**src/rtl/mc_controller.sv**
```systemverilog
// Multicycle ARM-subset controller: main sequencing FSM, instruction decode,
// NZCV flag register and per-instruction condition-execute bit.
module mc_controller #(
  parameter int unsigned ALUCTRL_W  = 3,
  parameter bit          ENABLE_MUL = 1'b1,
  parameter int unsigned MUL_LAT    = 2
) (
  input  logic                 clk,
  input  logic                 reset,
  input  logic [31:0]          Instr,
  input  logic [3:0]           ALUFlags,
  output logic                 PCWrite,
  output logic                 AdrSrc,
  output logic                 MemWrite,
  output logic                 IRWrite,
  output logic                 RegWrite,
  output logic [1:0]           ResultSrc,
  output logic                 ALUSrcA,
  output logic [1:0]           ALUSrcB,
  output logic [1:0]           RegSrc,
  output logic [1:0]           ImmSrc,
  output logic [ALUCTRL_W-1:0] ALUControl,
  output logic [3:0]           State,
  output logic                 Illegal
);

  localparam int unsigned OP_W  = 3;
  localparam int unsigned CNT_W = 4;

  localparam logic [OP_W-1:0] ALU_ADD = 3'd0;
  localparam logic [OP_W-1:0] ALU_SUB = 3'd1;
  localparam logic [OP_W-1:0] ALU_AND = 3'd2;
  localparam logic [OP_W-1:0] ALU_ORR = 3'd3;
  localparam logic [OP_W-1:0] ALU_EOR = 3'd4;
  localparam logic [OP_W-1:0] ALU_MUL = 3'd5;

  typedef enum logic [3:0] {
    FETCH    = 4'd0,
    DECODE   = 4'd1,
    MEMADR   = 4'd2,
    MEMRD    = 4'd3,
    MEMWB    = 4'd4,
    MEMWR    = 4'd5,
    EXECUTER = 4'd6,
    EXECUTEI = 4'd7,
    ALUWB    = 4'd8,
    BRANCH   = 4'd9,
    EXECMUL  = 4'd10
  } state_t;

  state_t           state, state_nx;
  logic [3:0]       flags;
  logic             cond_ex_q;
  logic [CNT_W-1:0] mul_cnt;

  logic [1:0]       op;
  logic [3:0]       cmd;
  logic             s_bit;
  logic             is_mul;
  logic             mul_done;
  logic [OP_W-1:0]  dp_op;
  logic             nowrite;
  logic             cv_upd;
  logic             cond_ok;
  logic             exec_last;
  logic             unused_instr;

  assign op       = Instr[27:26];
  assign cmd      = Instr[24:21];
  assign s_bit    = Instr[20];
  assign is_mul   = ENABLE_MUL && (op == 2'b00) && !Instr[25] && (cmd == 4'b0000)
                    && (Instr[7:4] == 4'b1001);
  assign mul_done = (mul_cnt == CNT_W'(MUL_LAT - 1));
  assign unused_instr = ^{Instr[19:16], Instr[11:8], Instr[3:0]};

  assign ImmSrc = Instr[27:26];
  assign RegSrc = {op == 2'b01, op == 2'b10};
  assign State  = state;

  // Data-processing op decode; unlisted cmds become a non-writing ADD
  always_comb begin
    dp_op   = ALU_ADD;
    nowrite = 1'b0;
    cv_upd  = 1'b0;
    if (is_mul) begin
      dp_op = ALU_MUL;
    end else begin
      case (cmd)
        4'b0100: begin dp_op = ALU_ADD; cv_upd = 1'b1; end
        4'b0010: begin dp_op = ALU_SUB; cv_upd = 1'b1; end
        4'b0000: dp_op = ALU_AND;
        4'b1100: dp_op = ALU_ORR;
        4'b0001: dp_op = ALU_EOR;
        4'b1010: begin dp_op = ALU_SUB; nowrite = 1'b1; cv_upd = 1'b1; end
        default: nowrite = 1'b1;
      endcase
    end
  end

  // Condition check against stored {N,Z,C,V}
  always_comb begin
    cond_ok = 1'b0;
    case (Instr[31:28])
      4'h0: cond_ok = flags[2];
      4'h1: cond_ok = ~flags[2];
      4'h2: cond_ok = flags[1];
      4'h3: cond_ok = ~flags[1];
      4'h4: cond_ok = flags[3];
      4'h5: cond_ok = ~flags[3];
      4'h6: cond_ok = flags[0];
      4'h7: cond_ok = ~flags[0];
      4'h8: cond_ok = flags[1] & ~flags[2];
      4'h9: cond_ok = ~(flags[1] & ~flags[2]);
      4'hA: cond_ok = (flags[3] == flags[0]);
      4'hB: cond_ok = (flags[3] != flags[0]);
      4'hC: cond_ok = ~flags[2] & (flags[3] == flags[0]);
      4'hD: cond_ok = ~(~flags[2] & (flags[3] == flags[0]));
      4'hE: cond_ok = 1'b1;
      default: cond_ok = 1'b0;
    endcase
  end

  assign exec_last = (state == EXECUTER) || (state == EXECUTEI)
                     || ((state == EXECMUL) && mul_done);

  always_ff @(posedge clk or posedge reset) begin
    if (reset) begin
      state     <= FETCH;
      flags     <= 4'b0000;
      cond_ex_q <= 1'b0;
      mul_cnt   <= '0;
    end else begin
      state <= state_nx;
      if (state == DECODE) cond_ex_q <= cond_ok;
      if (state == EXECMUL) mul_cnt <= mul_done ? '0 : mul_cnt + CNT_W'(1);
      if (exec_last && s_bit && cond_ex_q) begin
        flags[3:2] <= ALUFlags[3:2];
        if (cv_upd) flags[1:0] <= ALUFlags[1:0];
      end
    end
  end

  // Next-state and per-state control outputs
  always_comb begin
    state_nx   = FETCH;
    PCWrite    = 1'b0;
    AdrSrc     = 1'b0;
    MemWrite   = 1'b0;
    IRWrite    = 1'b0;
    RegWrite   = 1'b0;
    ResultSrc  = 2'b00;
    ALUSrcA    = 1'b0;
    ALUSrcB    = 2'b00;
    ALUControl = ALUCTRL_W'(ALU_ADD);
    Illegal    = 1'b0;
    case (state)
      FETCH: begin
        IRWrite   = 1'b1;
        PCWrite   = 1'b1;
        ALUSrcA   = 1'b1;
        ALUSrcB   = 2'b10;
        ResultSrc = 2'b10;
        state_nx  = DECODE;
      end
      DECODE: begin
        ALUSrcA   = 1'b1;
        ALUSrcB   = 2'b10;
        ResultSrc = 2'b10;
        case (op)
          2'b01:   state_nx = MEMADR;
          2'b10:   state_nx = BRANCH;
          2'b00:   state_nx = is_mul ? EXECMUL : (Instr[25] ? EXECUTEI : EXECUTER);
          default: begin state_nx = FETCH; Illegal = 1'b1; end
        endcase
      end
      MEMADR: begin
        ALUSrcB    = 2'b01;
        ALUControl = ALUCTRL_W'(Instr[23] ? ALU_ADD : ALU_SUB);
        state_nx   = Instr[20] ? MEMRD : MEMWR;
      end
      MEMRD: begin
        AdrSrc   = 1'b1;
        state_nx = MEMWB;
      end
      MEMWB: begin
        ResultSrc = 2'b01;
        RegWrite  = cond_ex_q;
      end
      MEMWR: begin
        AdrSrc   = 1'b1;
        MemWrite = cond_ex_q;
      end
      EXECUTER: begin
        ALUControl = ALUCTRL_W'(dp_op);
        state_nx   = ALUWB;
      end
      EXECUTEI: begin
        ALUSrcB    = 2'b01;
        ALUControl = ALUCTRL_W'(dp_op);
        state_nx   = ALUWB;
      end
      EXECMUL: begin
        ALUControl = ALUCTRL_W'(ALU_MUL);
        state_nx   = mul_done ? ALUWB : EXECMUL;
      end
      ALUWB: begin
        RegWrite = cond_ex_q & ~nowrite;
        PCWrite  = cond_ex_q & ~nowrite & (Instr[15:12] == 4'hF);
      end
      BRANCH: begin
        ALUSrcB   = 2'b01;
        ResultSrc = 2'b10;
        PCWrite   = cond_ex_q;
      end
      default: state_nx = FETCH;
    endcase
    // An asserted reset aborts any write in flight
    if (reset) begin
      PCWrite  = 1'b0;
      IRWrite  = 1'b0;
      MemWrite = 1'b0;
      RegWrite = 1'b0;
      Illegal  = 1'b0;
    end
  end

endmodule
```
**config.mk**
```make
export PLATFORM = sky130hd
export DESIGN_NAME = mc_controller
export DESIGN_NICKNAME = d
export VERILOG_FILES = /design/src/rtl/mc_controller.sv
export SDC_FILE = /design/constraint.sdc
export NUM_CORES = 1
export LEC_CHECK = 0
export ABC_AREA = 1
export BUFFER_PORTS_ARGS = -buffer_cell sky130_fd_sc_hd__buf_4
export CORE_UTILIZATION = 40
export DETAILED_ROUTE_END_ITERATION = 10
export GPL_TIMING_DRIVEN = 0
export HOLD_SLACK_MARGIN = 0.02
export PLACE_DENSITY = 0.72
export REMOVE_ABC_BUFFERS = 1
export SKIP_CTS_REPAIR_TIMING = 1
export SYNTH_ARGS = -nofsm -noshare
export SYNTH_HDL_FRONTEND = slang
export SYNTH_SLANG_ARGS = --single-unit
```
**constraint.sdc**
```tcl
create_clock -name clk -period 1.6 [get_ports clk]
set_clock_uncertainty 0.1 [all_clocks]
set_input_delay 0.24 -clock clk [delete_from_list [all_inputs] [get_ports clk]]
set_output_delay 0.24 -clock clk [all_outputs]
set_load 0.005 [all_outputs]
```
---- Yosys cells after proc, flatten, opt, wreduce, memory -nomap -nowiden ----
Index checks and enable logic that the tools add are counted.
cells by class
  mux-type cells .......................... 31
  add/subtract/negate cells ............... 1
  divide/modulo/power cells ............... 0
  bitwise logic cells ..................... 11
  eq/ne operators ......................... 36
  shift-type cells ........................ 0
  reduce and logical (&&, ||, !) cells .... 23
  $lt $le $gt $ge ......................... 0
  $mul .................................... 0
operators by type and width
  operator                                       number
  == test 4 bit, second input constant           14
  == test 4 x 3 -> 1 bit, second input constant  9
  one-hot mux 4 bit (6 select lines)             1
  == test 4 x 2 -> 1 bit, second input constant  5
  2-to-1 mux 1 bit                               17
  == test 4 x 1 -> 1 bit, second input constant  4
  one-hot mux 1 bit (15 select lines)            1
  logical NOT 4 bit                              3
  one-hot mux 3 bit (4 select lines)             1
  one-hot mux 4 bit (3 select lines)             1
  OR reduction 3 bit                             4
  one-hot mux 3 bit (3 select lines)             1
  2-to-1 mux 4 bit                               2
  one-hot mux 2 bit (2 select lines)             2
  OR reduction 2 bit                             4
  inverter 1 bit                                 7
  logical AND 1 bit                              6
  2-to-1 mux 3 bit                               2
  OR reduction 5 bit                             1
  adder 4 x 1 -> 4 bit, second input constant    1
  bitwise AND 1 bit                              4
  one-hot mux 1 bit (3 select lines)             1
  == test 2 x 1 -> 1 bit, second input constant  1
  == test 2 bit, second input constant           1
  other kinds (8)                                9
storage, ports and cells
  output and inout bits ................... 22
  memories ................................ 0
  latch bits .............................. 0
  bits in read-only memories .............. 0
  input bits .............................. 38
  flip-flop bits (word level) ............. 13
  word-level logic and storage cells ...... 107
  memory bits (writable) .................. 0

---- Logic depth before layout (Yosys ltp) ----
  depth in word-level cells ............... 10
  depth in mapped cells ................... 11
  depth with buffers taken out ............ 11

---- Least setup slack after synthesis ----
Ideal clock, no wire load.
  kind .................................... register to output
  start point ............................. reg state[1] (netlist: State[1])
  end point ............................... out ALUControl[1]
  slack ................................... 120 ps
  path buffers ............................ 1
  required time ........................... 1,260 ps
  stages on the path, launching flop included .. 8
  arrival ................................. 1,140 ps
  cells stage by stage .................... dfrtp_1 -> buf_6 -> inv_2 -> nor2_4 -> nand2_4 -> inv_1 -> a21oi_1 -> a211oi_1
between the ends
  word-level cells in the longest chain between the ends .. 3
  elaborated cells on any way between the ends .. 6
  those cells by class .................... eq/ne: 4; mux: 1; reduce/logical: 1
ends and longest elaborated chain
  item                                    line  text
  start, declared                         51    state_t state, state_nx;
  start signal, assigned                  133   state <= state_nx;
  == test 4 x 3 -> 1 bit                  156   case (state)
  OR reduction 2 bit (no line)            -
  one-hot mux 3 bit (3 select lines) (*)  156
  end, declared                           22    output logic [ALUCTRL_W-1:0] ALUControl,
Every way passes the cells marked *; elsewhere a longest branch is shown, timed or not.

---- Worst setup path in the final report ----
  start point ............................. reg state[2] (netlist: State[2])
  end point ............................... out ALUControl[1]
The elaborated chain is that of the path after synthesis.

==> results.md <==
* Fin. max-slew vios at 0
* Footprint of the multi-input gates at 729 um^2
* FF-to-FF setup slack at 0.02 ns
* Clk buf depth at 2
* Final #Nets at 292
* CP Max Fanout at 5
* RePlAce Congestion at 0.808
* DP Worst Slack at -0.180 ns
* Share of cells above drive strength 1 at 0.360
* Final Util at 0.670
* Via count at 1,362
* DIE WIDTH at 55.2 um
* Vias/cell at 4.81
* Die area at 0.00304 mm^2
* # DRC at 0
* Largest net degree at the start of global routing at 16
* Final Instance Area at 0.00172 mm^2
* First-pass GRT wire length at 4.27 mm
* DR WL/cell at 10.9 um
* Status: finished with violations
* Critical path type: flip-flop to primary output
* DR pass1 iterations at 4
* Core box area at 0.00257 mm^2
* Power Dens Cells at 1220 mW/mm^2
* Worst min-delay path startpoint: ALUFlags[0]
* Slowest cell delay on critical path at 0.46 ns
* VDD IR max at 0.940 mV
* Synth-to-layout area growth at 52.0%
* Fin Hold WS at 0.0764 ns
* Fillers at 254
* Final setup viols at 11
* Buffers on Ports at 47
* Mapped Area at 0.00113 mm^2
* Fin crit share at 1.12
* 1st-iter DRT viols at 30
* DRT antenna net count at 0
* Most numerous cell in the Yosys netlist: nand2_1
* Starting Density at 0.441
* Worst path required time at 1.26 ns
* Fin cells at 283
* Final WL at 3.07 mm
* Vias in the first global route at 1,023
* Primary FF master, synth: dfrtp_1
* HP Class: input pin to flip-flop
* TritonCTS clock tree: yes
* Post-DP HPWL at 2.30 mm
* CP Launch Type: flip-flop
* Endpoint, Worst Hold: flags[0]
* CTS clk-pin slew, worst paths at 0.08 ns
* Area after DPL at 0.00150 mm^2
* RSZ-0062 raised after global routing: yes
* Largest cells by area after synthesis: dfrtp_1 (29%), nand2_1 (19%), nor2_1 (11%)
* Leak at 0.962 nW
* Initial antenna violation count at 0
* Grt ovf at 0
* IO Pins at 60
* Asr flop ratio synth at 1.00
* Synth area leader: dfrtp_1
* Clk_lat worst skew at 0.27 ns
* Max_cap viols at 0
* # diodes at 0
* RR Startpoint: State[1]
* Clock sinks at 13
* Gate Count Post-Synth at 192
* FF-to-FF End: flags[3]
* R2R cell count at 8
* Slowest stage cell, crit path: dfrtp_2
* Min Tclk post-route at 1.80 ns
* Final hold vios at 0
* F_max at 557 MHz
* Total global-route track usage at 0.197
* Sequential cell area at 330 um^2
* Worst-margin pin slew at 0.590 ns
* Site row count at 18
* Number of flops mapped to enable cells by yosys at 0
* Crit-path cells: inv_2 -> nor2_4 -> nand2_2 -> inv_2 -> nand2_1 -> a211oi_2 -> buf_4
* CTS Buf Count at 3
* Root Buffer: clkbuf_4
* Yosys top cell area share at 0.288
* CP endpoint kind: primary output
* Fin worst setup slack at -0.196 ns
* Hold Crit Depth at 3
* Crit path top cell by count: inv_2
* Dpl cells at 266
* Worst Path Arrival at 1.46 ns
* Top cells by instance count after synthesis: nand2_1 (58), nor2_1 (33), inv_1 (32), nand3_1 (19), dfrtp_1 (13)
* Failing checks: negative setup slack
* Seq/Total Area, Yosys at 0.288
* Die height at 55.2 um
* Worst slew margin relative to its limit at 0.605
* Synth warnings at 0
* Flops & latches, synth at 13
* H-tree levels at 1
* Distinct cells, synth at 22
* Avg Inst Size Synth at 5.89 um^2
==> stage by stage <==
stage | power, mW | setup TNS [ns]
after floorplan | 1.07 | 0
after global placement | 1.55 | -0.272
after detailed placement | 1.56 | -0.326
after CTS | 1.77 | -3.04
after global routing | 2.27 | -2.66
final | 2.09 | -1.28
==> cell type report <==
class | instances | share of cell area
Sequential cell | 13 | 0.192
Clock buffer | 4 | 0.0153
Multi-Input combinational cell | 143 | 0.424
Inverter | 33 | 0.0757
Tap cell | 30 | 0.0218
Timing Repair Buffer | 60 | 0.271
==> cells by family (layout without fill, tap and decap cells) <==
logic type             after synthesis  after routing  share of synthesized area
AND/OR/NAND/NOR                    120            120                      0.456
buffers and inverters               36             97                      0.133
AO/OA/AOI/OAI                       21             21                      0.108
flip-flops                          13             13                      0.288
XOR/XNOR                             2              2                     0.0155
==> sequential cells by signal (all words and copies together) (netlist names) <==
register,count
cond_ex_q,1
mul_cnt,4
flags,4
State,4
==> layer usage <==
metal	part of all wire	vias up	track usage
met5	0	-	0
met4	0.017	0	0.0375
met3	0.046	6	0.0328
met2	0.47	43	0.307
met1	0.46	591	0.287
li1	-	722	-
==> power by group <==
part	internal [mW]	switching (mW)	leakage, nW
Combinational	0.623	0.690	0.797
Sequential	0.432	0.145	0.150
Clock	0.0964	0.105	0.0150
Total	1.15	0.941	0.962
==> worst max-delay path: cells and delay by family, from the launching register on <==
family          cells  cell delay, ns
compound gates      1            0.14
flops               1            0.46
simple gates        3            0.32
buf+inv             3            0.26
==> how the worst max path moves through the flow <==
stage,to,cells past startpoint,start
6_report,ALUControl[1],7,State[2]
5_1_grt,ALUControl[2],7,State[1]
4_1_cts,ALUControl[1],7,State[1]
3_5_place_dp,ALUControl[1],7,State[1]
3_3_place_gp,ALUControl[1],7,State[1]
2_1_floorplan,ALUControl[1],6,State[1]
==> cells in the final DEF (no fill, tap or decap), types with 2 or more instances in the layout <==
cell and instances:
buf_4 56, nand2_1 55, nor2_1 28, inv_1 25
nand3_1 18, o21ai_0 10, dfrtp_1 9, inv_2 6
nor2_4 5, dfrtp_2 4, nand2_2 3, a21oi_1 3
nand4_1 3, o211ai_1 3, clkbuf_4 3, nor2_2 2
nor3_2 2, xnor2_1 2, buf_6 2
Note: power is estimated with default switching activity, not from simulation.
